$ cat src/rtl/gate_tester_pkg.sv
// Shared types and constants for the gate_tester exhaustive 2-input gate checker.
package gate_tester_pkg;

   localparam int unsigned NUM_VECTORS = 4;
   localparam int unsigned ERR_CNT_W   = 3;
   localparam int unsigned IDX_W       = 2;

   localparam logic [ERR_CNT_W-1:0] ERR_MAX  = ERR_CNT_W'(NUM_VECTORS);
   localparam logic [IDX_W-1:0]     LAST_IDX = IDX_W'(NUM_VECTORS - 1);

   typedef enum logic [2:0] {
      StIdle,
      StDrive,
      StSettle,
      StCheck,
      StDone
   } state_e;

endpackage

$ cat src/rtl/gate_ref_model.sv
// Golden AND/OR/NOT responses for the stimulus currently driven to the gate unit.
module gate_ref_model (
   input  logic a,
   input  logic b,
   output logic e1,
   output logic e2,
   output logic e3
);

   assign e1 = a & b;
   assign e2 = a | b;
   assign e3 = ~a;

endmodule

$ cat src/rtl/gate_tester.sv
// Walks {a,b} through 00..11, waits SETTLE_CYCLES, and scores the gate's AND/OR/NOT outputs.
// Optional per-vector failure map enabled by defining GATE_TESTER_FAILVEC_EN.
module gate_tester
   import gate_tester_pkg::*;
#(
   parameter int unsigned SETTLE_CYCLES = 2
) (
   input  logic                   clk,
   input  logic                   rst_n,
   input  logic                   start,
   output logic                   a,
   output logic                   b,
   input  logic                   y1,
   input  logic                   y2,
   input  logic                   y3,
   output logic                   busy,
   output logic                   done,
   output logic                   pass,
`ifdef GATE_TESTER_FAILVEC_EN
   output logic [NUM_VECTORS-1:0] fail_vec,
`endif
   output logic [ERR_CNT_W-1:0]   err_cnt
);

   state_e           state_q;
   logic [IDX_W-1:0] idx_q;
   logic [3:0]       cnt_q;
   logic             e1, e2, e3;
   logic             mismatch;

   gate_ref_model u_ref (
      .a  (a),
      .b  (b),
      .e1 (e1),
      .e2 (e2),
      .e3 (e3)
   );

   // Default-to-fail so an X/Z response cannot slip through as a match.
   always_comb begin
      mismatch = 1'b1;
      if ({y3, y2, y1} == {e3, e2, e1}) mismatch = 1'b0;
   end

   always_ff @(posedge clk or negedge rst_n) begin
      if (!rst_n) begin
         state_q  <= StIdle;
         idx_q    <= '0;
         cnt_q    <= '0;
         a        <= 1'b0;
         b        <= 1'b0;
         busy     <= 1'b0;
         done     <= 1'b0;
         pass     <= 1'b0;
         err_cnt  <= '0;
`ifdef GATE_TESTER_FAILVEC_EN
         fail_vec <= '0;
`endif
      end else begin
         unique case (state_q)
            StIdle, StDone: begin
               if (start) begin
                  state_q  <= StDrive;
                  idx_q    <= '0;
                  err_cnt  <= '0;
`ifdef GATE_TESTER_FAILVEC_EN
                  fail_vec <= '0;
`endif
                  busy     <= 1'b1;
                  done     <= 1'b0;
                  pass     <= 1'b0;
               end
            end
            StDrive: begin
               a <= idx_q[1];
               b <= idx_q[0];
               if (SETTLE_CYCLES == 0) begin
                  state_q <= StCheck;
               end else begin
                  cnt_q   <= 4'(SETTLE_CYCLES);
                  state_q <= StSettle;
               end
            end
            StSettle: begin
               cnt_q <= cnt_q - 4'd1;
               if (cnt_q == 4'd1) state_q <= StCheck;
            end
            StCheck: begin
               if (mismatch) begin
                  if (err_cnt < ERR_MAX) err_cnt <= err_cnt + 3'd1;
`ifdef GATE_TESTER_FAILVEC_EN
                  fail_vec[idx_q] <= 1'b1;
`endif
               end
               if (idx_q == LAST_IDX) begin
                  state_q <= StDone;
                  busy    <= 1'b0;
                  done    <= 1'b1;
                  // Final vector's result lands this edge, so fold it in directly.
                  pass    <= (err_cnt == '0) && !mismatch;
               end else begin
                  idx_q   <= idx_q + 2'd1;
                  state_q <= StDrive;
               end
            end
            default: state_q <= StIdle;
         endcase
      end
   end

endmodule

$ cat config.mk
export PLATFORM = sky130hd
export DESIGN_NAME = gate_tester
export DESIGN_NICKNAME = d
export VERILOG_FILES = /design/src/rtl/gate_tester_pkg.sv /design/src/rtl/gate_ref_model.sv /design/src/rtl/gate_tester.sv
export SDC_FILE = /design/constraint.sdc
export NUM_CORES = 1
export LEC_CHECK = 0
export ABC_AREA = 1
export BUFFER_PORTS_ARGS = -buffer_cell sky130_fd_sc_hd__buf_2
export CAP_MARGIN = 15
export CORE_UTILIZATION = 33
export DETAILED_ROUTE_END_ITERATION = 8
export GPL_TIMING_DRIVEN = 0
export SKIP_LAST_GASP = 1
export SYNTH_ARGS = -nofsm -noshare
export SYNTH_HDL_FRONTEND = slang
export SYNTH_HIERARCHICAL = 1
export SYNTH_SLANG_ARGS = --single-unit
$ cat constraint.sdc
create_clock -name clk -period 1.3 [get_ports clk]
set_clock_uncertainty 0.1 [all_clocks]
set_input_delay 0.26 -clock clk [delete_from_list [all_inputs] [get_ports clk]]
set_output_delay 0.26 -clock clk [all_outputs]
set_load 0.05 [all_outputs]
==> results of run 1 <==
==> sequential cells by signal (all words and copies together), names as in the netlist <==
register / cells
cnt_q: 4
a: 1
busy: 1
err_cnt: 3
pass: 1
done: 1
b: 1
idx_q: 2
state_q: 3
==> cells by family (layout without fill, tap and decap cells) <==
family          after synthesis  after routing
compound gates               10             10
flops                        17             17
mux                           2              2
simple gates                 57             57
xor+xnor                      2              2
buf+inv                      23             47
fa+ha+maj                     5              5
==> final cells by class <==
type	count	area [µm²]	area share [%]
timing repair buffer	20	146.4	12.23
inverter	23	86.33	7.210
tap	30	37.54	3.135
sequential	17	434.2	36.26
clock buffer	4	26.28	2.194
multi-input combinational	76	466.7	38.98
==> worst min path at each step <==
stage	end	slack [ns]	depth (start not counted)
after floorplan	a	-0.14	0
after CTS	busy	0.15	3
after global routing	busy	0.19	3
after detailed placement	cnt_q[0]	0.11	1
final	busy	0.18	3
after global placement	cnt_q[0]	0.10	1
==> routing by layer <==
layer,part of all wire (%),vias to the layer above
met2,45,14
met1,50,372
met5,0,-
met3,4.6,2
met4,0.44,0
li1,-,411
==> per-stage QoR <==
stage	cells	hold slack, ns	instance area (µm²)
after floorplan	116	-0.1356	935.9
after global placement	159	0.1042	1039
after detailed placement	159	0.1057	1039
after CTS	168	0.1538	1130
after global routing	170	0.1940	1197
final	170	0.1791	1197
==> Yosys cell counts <==
| cell type | instances |
|---|---|
| a21oi_1 | 2 |
| dfrtp_1 | 17 |
| ha_1 | 5 |
| inv_1 | 21 |
| inv_2 | 2 |
| mux2_2 | 2 |
| nand2_1 | 32 |
| nand2_2 | 2 |
| nand3_1 | 5 |
| nand3_4 | 1 |
| nand4_1 | 2 |
| nor2_1 | 13 |
| nor2_2 | 1 |
| nor3_4 | 1 |
| o21a_1 | 1 |
| o21ai_0 | 5 |
| o21ai_2 | 1 |
| o22ai_1 | 1 |
| xnor2_1 | 2 |
==> timing repair <==
| action | in CTS | in global routing |
|---|---|---|
| pin swaps | 1 | 8 |
| resized for setup | 13 | 19 |
| setup buffers | 4 | 2 |
| setup endpoints to repair | 14 | 18 |
| hold buffers | 1 | 0 |
| hold endpoints to repair | 17 | 0 |
==> where the power goes <==
| part | internal [µW] | switching, µW | total, µW | leakage, µW |
|---|---|---|---|---|
| logic | 565 | 892 | 1460 | 0.000410 |
| registers | 722 | 180 | 902 | 0.000206 |
| clock network | 119 | 161 | 280 | 0.0000150 |
| total | 1410 | 1230 | 2640 | 0.000632 |
==> worst reg2reg max path, stage by stage, from the launching register on <==
cell and delay (ns):
dfrtp_2 0.47, buf_4 0.16, nand3_2 0.12, mux2_2 0.35
==> results.cfg, run 1 <==
[status]
status = finished clean

[synthesis]
synthTopCellsByArea = dfrtp_1, nand2_1, inv_1, ha_1, nor2_1
synthAdderAreaFrac_pct = 6.720
synth_top_family_by_area = simple AND/OR/NAND/NOR gates
syn-mean-instance-area_um2 = 8.025
synth_xor_xnor_area_share_pct = 1.882
yosysTopAreaCell = dfrtp_1
synthCells = 116
synth.area.mux_share_pct = 2.419
synth_fp_nets = 127
synth_compound_area_share_pct = 6.183
synth.distinct_cells = 19
synth_area_um2 = 930.9
synth_seq_cells = 17
synth_top_area_share_pct = 45.70
seq_area_frac_synth_pct = 45.70
synthSimpleGateAreaFrac_pct = 27.82
yosys_warnings = 6

[setup_path]
reg2reg_depth = 3
r2r_setup_slack_ns = 0.0008
r2r_end = a
crit_chain = buf_4, nand3_2, mux2_2
cp-start-kind = register
cp_num_cells = 3
critPathArrivalTime_ns = 1.38
cp.buffers_inverters = 1
critPathKind = register to register
cp_top_family = flip-flops
cp-end-kind = register
slowest_delay_ns = 0.47
cp_data_required_time_ns = 1.38
critical-path-slowest-cell = dfrtp_2
crit_end = a
critical_path.startpoint = state_q[0]
worstPathMaxFanout = 5
r2r-start = state_q[0]

[clock_network]
clock_sinks = 17
clk_pin_slew_ns = 0.10
numCtsBuffers = 3
htreeDepth = 1
cts_tree = yes
cts_max_path_buffers = 2
cts-root-buf = clkbuf_4
insertion_delay_ns = 0.29

[routing]
num_vias = 799
drc = 0
drt_iter0_markers = 7
routed_wl_um = 1803
dr.pass1.iters = 4
vias_per_cell = 4.700
wl_per_cell_um = 10.61
antenna_left = 0

[timing]
finalSetupViolations = 0
setup_slack_ns = 0.0007905
grt_setup_unrepaired = true
timing.setup.tns_ns = 0
layout_worst_path_cycle_share_pct = 99.94
worst_pin_slew_ns = 0.3995
hold_viol = 0
max-slew-margin-rel_pct = 73.37
fin_crit_ns = 1.299
fmax_ghz = 0.7697
drv_slew = 0

[die]
core_area_um2 = 2567
start_util_pct = 36.26
pin_count = 14
die_y_um = 55.11
die_area_um2 = 3037
rows = 18
die_x_um = 55.11

[min_path]
worstHoldStart = start
min_path_type = input port to register

[grt]
antenna_found_initial = 0
grt_pass1_vias = 705
grt_pass1_wl_um = 2994
gr-usage-met3_pct = 4.918
track_usage_pct = 14.20
grt.met1_usage_pct = 19.25
busiest_layer = met2
grtUsageMet2_pct = 22.09
grt_max_degree = 18
grt-ovfl-total = 0

[placed_design]
gp_congestion = 0.7530
dpl.hpwl_um = 1325
port_buffers = 13
dpl_worst_slack_ns = -0.07401

[power]
p_per_area_nw_per_um2 = 2204
power_uw = 2640
p_leak_uw = 0.0006318
irDropWorstVdd_uv = 1185

[flow_run]
cap_violations = 0

[finish]
nNetsFinal = 152
area_delta_synth_final_pct = 28.63
layout_common_cells = nand2_1, inv_1, nor2_1, dfrtp_1, buf_4
final_util_pct = 46.64
diodes = 0
final_common_cell = nand2_1
n_fill_cell = 259
drive_gt1_share_pct = 37.86
No activity file was read; power rests on OpenSTA's default activity.
==> run 2: changes to the inputs <==
==> constraint.sdc (replaced) <==
create_clock -name clk -period 1.5 [get_ports clk]
set_clock_uncertainty 0.1 [all_clocks]
set_input_delay 0.3 -clock clk [delete_from_list [all_inputs] [get_ports clk]]
set_output_delay 0.3 -clock clk [all_outputs]
set_load 0.05 [all_outputs]
==> run 2 against run 1 <==
Clock-buffer cell count down 1; worst hold slack improved by 0.071 ns; sequential power shrank 15%; via count shrank 5.8%; wire length decreased by 8.5%; die area stayed put; cell count fell by 3.5%; flip-flop and latch count unchanged; first-iteration DRC count grew 14%; power decreased by 24%; worst setup slack gained 0.068 ns; critical path type is now register to output port.
==> results.cfg, run 2 (synthesized netlist as in run 1, its figures left out) <==
[status]
status = finished clean

[finish]
diodes = 0
stdcell_area_um2 = 1075
largest-register = cnt_q
multi_input_area_um2 = 419.2
fin_cells = 164
layout_common_cells = nand2_1, inv_1, dfrtp_1
register_area_um2 = 426.7
top_regs = cnt_q: 4 flops, err_cnt: 3 flops, state_q: 3 flops
drive_gt1_share_pct = 21.64
area_delta_synth_final_pct = 15.46
final_common_cell = nand2_1
n_fill_cell = 291
largest_register_ffs = 4
nNetsFinal = 146

[setup_path]
r2r_setup_slack_ns = 0.15
cp_data_required_time_ns = 1.10
slowest_delay_ns = 0.47
cp.buffers_inverters = 1
cp-end-kind = output port
critical_path.startpoint = err_cnt[2]
cp_top_family = flip-flops
r2r-start = state_q[1]
r2r_end = err_cnt[0]
crit_chain = clkbuf_4
critical-path-slowest-cell = dfrtp_1
critPathKind = register to output port
worstPathMaxFanout = 5
reg2reg_depth = 6
critPathArrivalTime_ns = 1.03
cp-start-kind = register

[die]
core_area_um2 = 2567
die_y_um = 55.11
pin_count = 14
start_util_pct = 36.26
die_area_um2 = 3037
rows = 18
die_x_um = 55.11

[grt]
grt-ovfl-total = 0
grtUsageMet2_pct = 21.49
gr-usage-met3_pct = 3.279
busiest_layer = met2
track_usage_pct = 13.28
antenna_found_initial = 0
grt_max_degree = 18
grt.met1_usage_pct = 17.01
grt_pass1_wl_um = 2801
grt_pass1_vias = 679

[timing]
finalSetupViolations = 0
layout_worst_path_cycle_share_pct = 95.42
fmax_ghz = 0.6986
fin_crit_ns = 1.431
grt_setup_unrepaired = false
timing.setup.tns_ns = 0
hold_viol = 0
max-slew-margin-rel_pct = 75.02
worst_pin_slew_ns = 0.3748
setup_slack_ns = 0.06865
drv_slew = 0

[min_path]
min_path_type = input port to register
worstHoldStart = start
whs_path_depth = 3
whs_endpoint = busy

[placed_design]
dpl_worst_slack_ns = 0.1499
dpl.cell_count = 159
dpl.hpwl_um = 1288
gp_congestion = 0.7654
port_buffers = 13
placed_cell_area_um2 = 1033

[clock_network]
cts_tree = yes
cts-root-buf = clkbuf_4
clk_pin_slew_ns = 0.10
post_cts_buffers = 0
cts_max_path_buffers = 2
insertion_delay_ns = 0.29
clock_sinks = 17
numCtsBuffers = 3
htreeDepth = 1

[routing]
dr.pass1.iters = 4
vias_per_cell = 4.591
num_vias = 753
routed_wl_um = 1650
drt_iter0_markers = 8
antenna_left = 0
wl_per_cell_um = 10.06
drc = 0

[power]
irDropWorstVdd_uv = 1091
p_leak_uw = 0.0006035
p_per_area_nw_per_um2 = 1875
power_uw = 2016

[flow_run]
cap_violations = 0
-- run 2: power breakdown --
| part | switching, µW | internal (µW) |
|---|---|---|
| logic | 670 | 334 |
| clock network | 144 | 99.1 |
| registers | 152 | 616 |
-- run 2: per-stage QoR --
step / hold WS [ns] / utilization, %
floorplan: -0.09559 / -
global placement: 0.1395 / 40.25
detailed placement: 0.1403 / 40.25
CTS: 0.2593 / 41.72
global route: 0.2887 / 41.86
finish: 0.2502 / 41.86
-- run 2: worst max path at each step --
| stage | slack [ns] | to | cells past startpoint |
|---|---|---|---|
| detailed placement | 0.15 | cnt_q[1] | 5 |
| global route | 0.02 | err_cnt[0] | 6 |
| global placement | 0.18 | err_cnt[1] | 6 |
| floorplan | 0.006 | err_cnt[2] | 10 |
| CTS | 0.05 | err_cnt[2] | 1 |
| finish | 0.07 | err_cnt[2] | 1 |
-- run 2: layout make-up --
type / instances / area share, %
flip-flops and latches: 17 / 39.70
multi-input cells: 76 / 39.00
inverters: 23 / 8.033
repair buffers: 14 / 7.218
well taps: 30 / 3.492
clock buffers: 3 / 2.095
clock inverters: 1 / 0.4657
-- run 2: metal layers --
metal / part of all wire [%] / vias up / routed length, µm
met5: 0 / - / 0
met4: 1.5 / 0 / 25
met3: 3.2 / 4 / 52
met2: 45 / 10 / 748
met1: 50 / 347 / 823
li1: - / 392 / -
-- run 2: what timing repair did --
item	CTS	global route
hold buffers	1	0
gates resized for setup	0	3
endpoints found under the setup margin	0	2
hold endpoints to repair	17	0
==> run 3: changes to the inputs <==
--- a/config.mk
+++ b/config.mk
@@ -6,10 +6,10 @@
 export NUM_CORES = 1
 export LEC_CHECK = 0
 export ABC_AREA = 1
-export BUFFER_PORTS_ARGS = -buffer_cell sky130_fd_sc_hd__buf_2
-export CAP_MARGIN = 15
-export CORE_UTILIZATION = 33
+export CAP_MARGIN = 25
+export CORE_UTILIZATION = 45
 export DETAILED_ROUTE_END_ITERATION = 8
+export DONT_BUFFER_PORTS = 1
 export GPL_TIMING_DRIVEN = 0
 export SKIP_LAST_GASP = 1
 export SYNTH_ARGS = -nofsm -noshare
==> run 3 against run 2 <==
Core utilization is 9.8 points higher; sequential share of layout area increased by 2.8 points; power is 2.9% lower; cell count is 9.8% lower.
==> results.cfg, run 3 (synthesized netlist as in run 1, its figures left out) <==
[finish]
drive_gt1_share_pct = 16.53
diodes = 0
largest_register_ffs = 4
layout_common_cells = nand2_1, inv_1, dfrtp_1
final_common_cell = nand2_1
n_fill_cell = 212
largest-register = cnt_q
top_regs = cnt_q: 4 flops, err_cnt: 3 flops, state_q: 3 flops
nNetsFinal = 133
area_delta_synth_final_pct = 8.871
stdcell_area_um2 = 1013
final_util_pct = 51.66

[min_path]
worstHoldStart = start
whs_path_depth = 2
whs_endpoint = busy
min_path_type = input port to register

[clock_network]
cts_tree = yes
cts-root-buf = clkbuf_4
htreeDepth = 1
clock_sinks = 17
numCtsBuffers = 3
insertion_delay_ns = 0.28
clk_pin_slew_ns = 0.09
cts_max_path_buffers = 2

[setup_path]
worstPathMaxFanout = 5
r2r-start = a
cp-end-kind = register
r2r_end = err_cnt[2]
reg2reg_depth = 10
critPathKind = register to register
critPathArrivalTime_ns = 1.58
cp_data_required_time_ns = 1.63
r2r_setup_slack_ns = 0.05
cp-start-kind = register

[timing]
finalSetupViolations = 0
setup_slack_ns = 0.04669
hold_viol = 0
grt_setup_unrepaired = true
layout_worst_path_cycle_share_pct = 96.89
worst_pin_slew_ns = 0.7585
fin_crit_ns = 1.453
fmax_ghz = 0.6881
drv_slew = 0
max-slew-margin-rel_pct = 49.27
holdWs_ns = 0.1690

[die]
rows = 16
die_area_um2 = 2254
pin_count = 14
core_area_um2 = 1962
die_y_um = 47.48
start_util_pct = 47.45
die_x_um = 47.48

[status]
status = finished clean

[placed_design]
dpl.hpwl_um = 1213
gp_congestion = 0.6913
placed_cell_area_um2 = 964.7
dpl_worst_slack_ns = -0.1873
port_buffers = 0

[power]
intPower_uw = 1013
irDropWorstVdd_uv = 1178
p_leak_uw = 0.0005395
clkPwrFrac_pct = 12.2
combPwrFrac_pct = 37.5
power_switching_uw = 942.8
seqPwrFrac_pct = 50.3
sw_frac_of_total_pct = 48.19
p_per_area_nw_per_um2 = 1930

[routing]
wl_per_cell_um = 10.61
drt_iter0_markers = 11
num_vias = 716
drc = 0
antenna_left = 0
routed_wl_um = 1571
vias_per_cell = 4.838
dr.pass1.iters = 4

[grt]
track_usage_pct = 15.17
grt_max_degree = 18
grt_pass1_wl_um = 2311
antenna_found_initial = 0
grt-ovfl-total = 0
grt_pass1_vias = 566

[flow_run]
cap_violations = 0
## run 3: changes by cell type in the layout (fill, tap and decap cells not counted), sizes merged
cell / before / now
clkinv: 1 / 0
buf: 12 / 0
## run 3: metrics by stage
step	cells	total power (µW)	TNS [ns]
after global placement	143	1680	-0.5631
after detailed placement	143	1710	-0.6559
after CTS	148	1988	0
final	148	1956	0
after floorplan	116	1558	0
after global routing	148	2154	-0.2147
## run 3: worst max path at each step
| stage | end | slack [ns] | start |
|---|---|---|---|
| after floorplan | err_cnt[2] | 0.006 | a |
| after CTS | err_cnt[1] | 0.0008 | err_cnt[1] |
| after detailed placement | err_cnt[2] | -0.19 | a |
| after global placement | err_cnt[2] | -0.16 | a |
| after global routing | err_cnt[2] | -0.07 | a |
| final | err_cnt[2] | 0.05 | a |
## run 3: area by class of cell
cell class              count  area, µm²  area share, %
multi-input cells          76      426.7          42.10
flip-flops and latches     17      430.4          42.47
inverters                  23      86.33          8.519
repair buffers              1      10.01         0.9877
well taps                  27      33.78          3.333
clock buffers               4      26.28          2.593
## run 3: routing by layer
metal	up-vias	GRT usage, %	part of all wire, %
met5	-	0	0
met4	0	6.857	0.51
met3	2	3.396	3.2
met2	8	24.93	51
met1	340	19.00	45
li1	366	-	-
## run 3: worst max-delay path, stage by stage (launching register included)
cell	delay [ns]
dfrtp_2	0.56
nand2_1	0.08
inv_1	0.07
inv_1	0.04
nand2_1	0.05
nand2_1	0.06
nor2_2	0.12
nand2_2	0.09
nand2_2	0.09
nand2_1	0.06
nand2_1	0.08
## run 3: power by group through the flow
stage                     Sequential, µW  Clock [µW]  Combinational, µW
after global routing                1010         275                868
after floorplan                      957           0                601
after CTS                            988         256                744
after detailed placement             991           0                719
final                                985         239                733
after global placement               985           0                696
## run 3: what timing repair did
item                                   in CTS  in global routing
endpoints found under the hold margin      17                  0
pin swaps                                   0                  2
gates resized for setup                     5                  2
hold buffers                                1                  0
setup endpoints to repair                   4                  4
buffers inserted                            0                  0
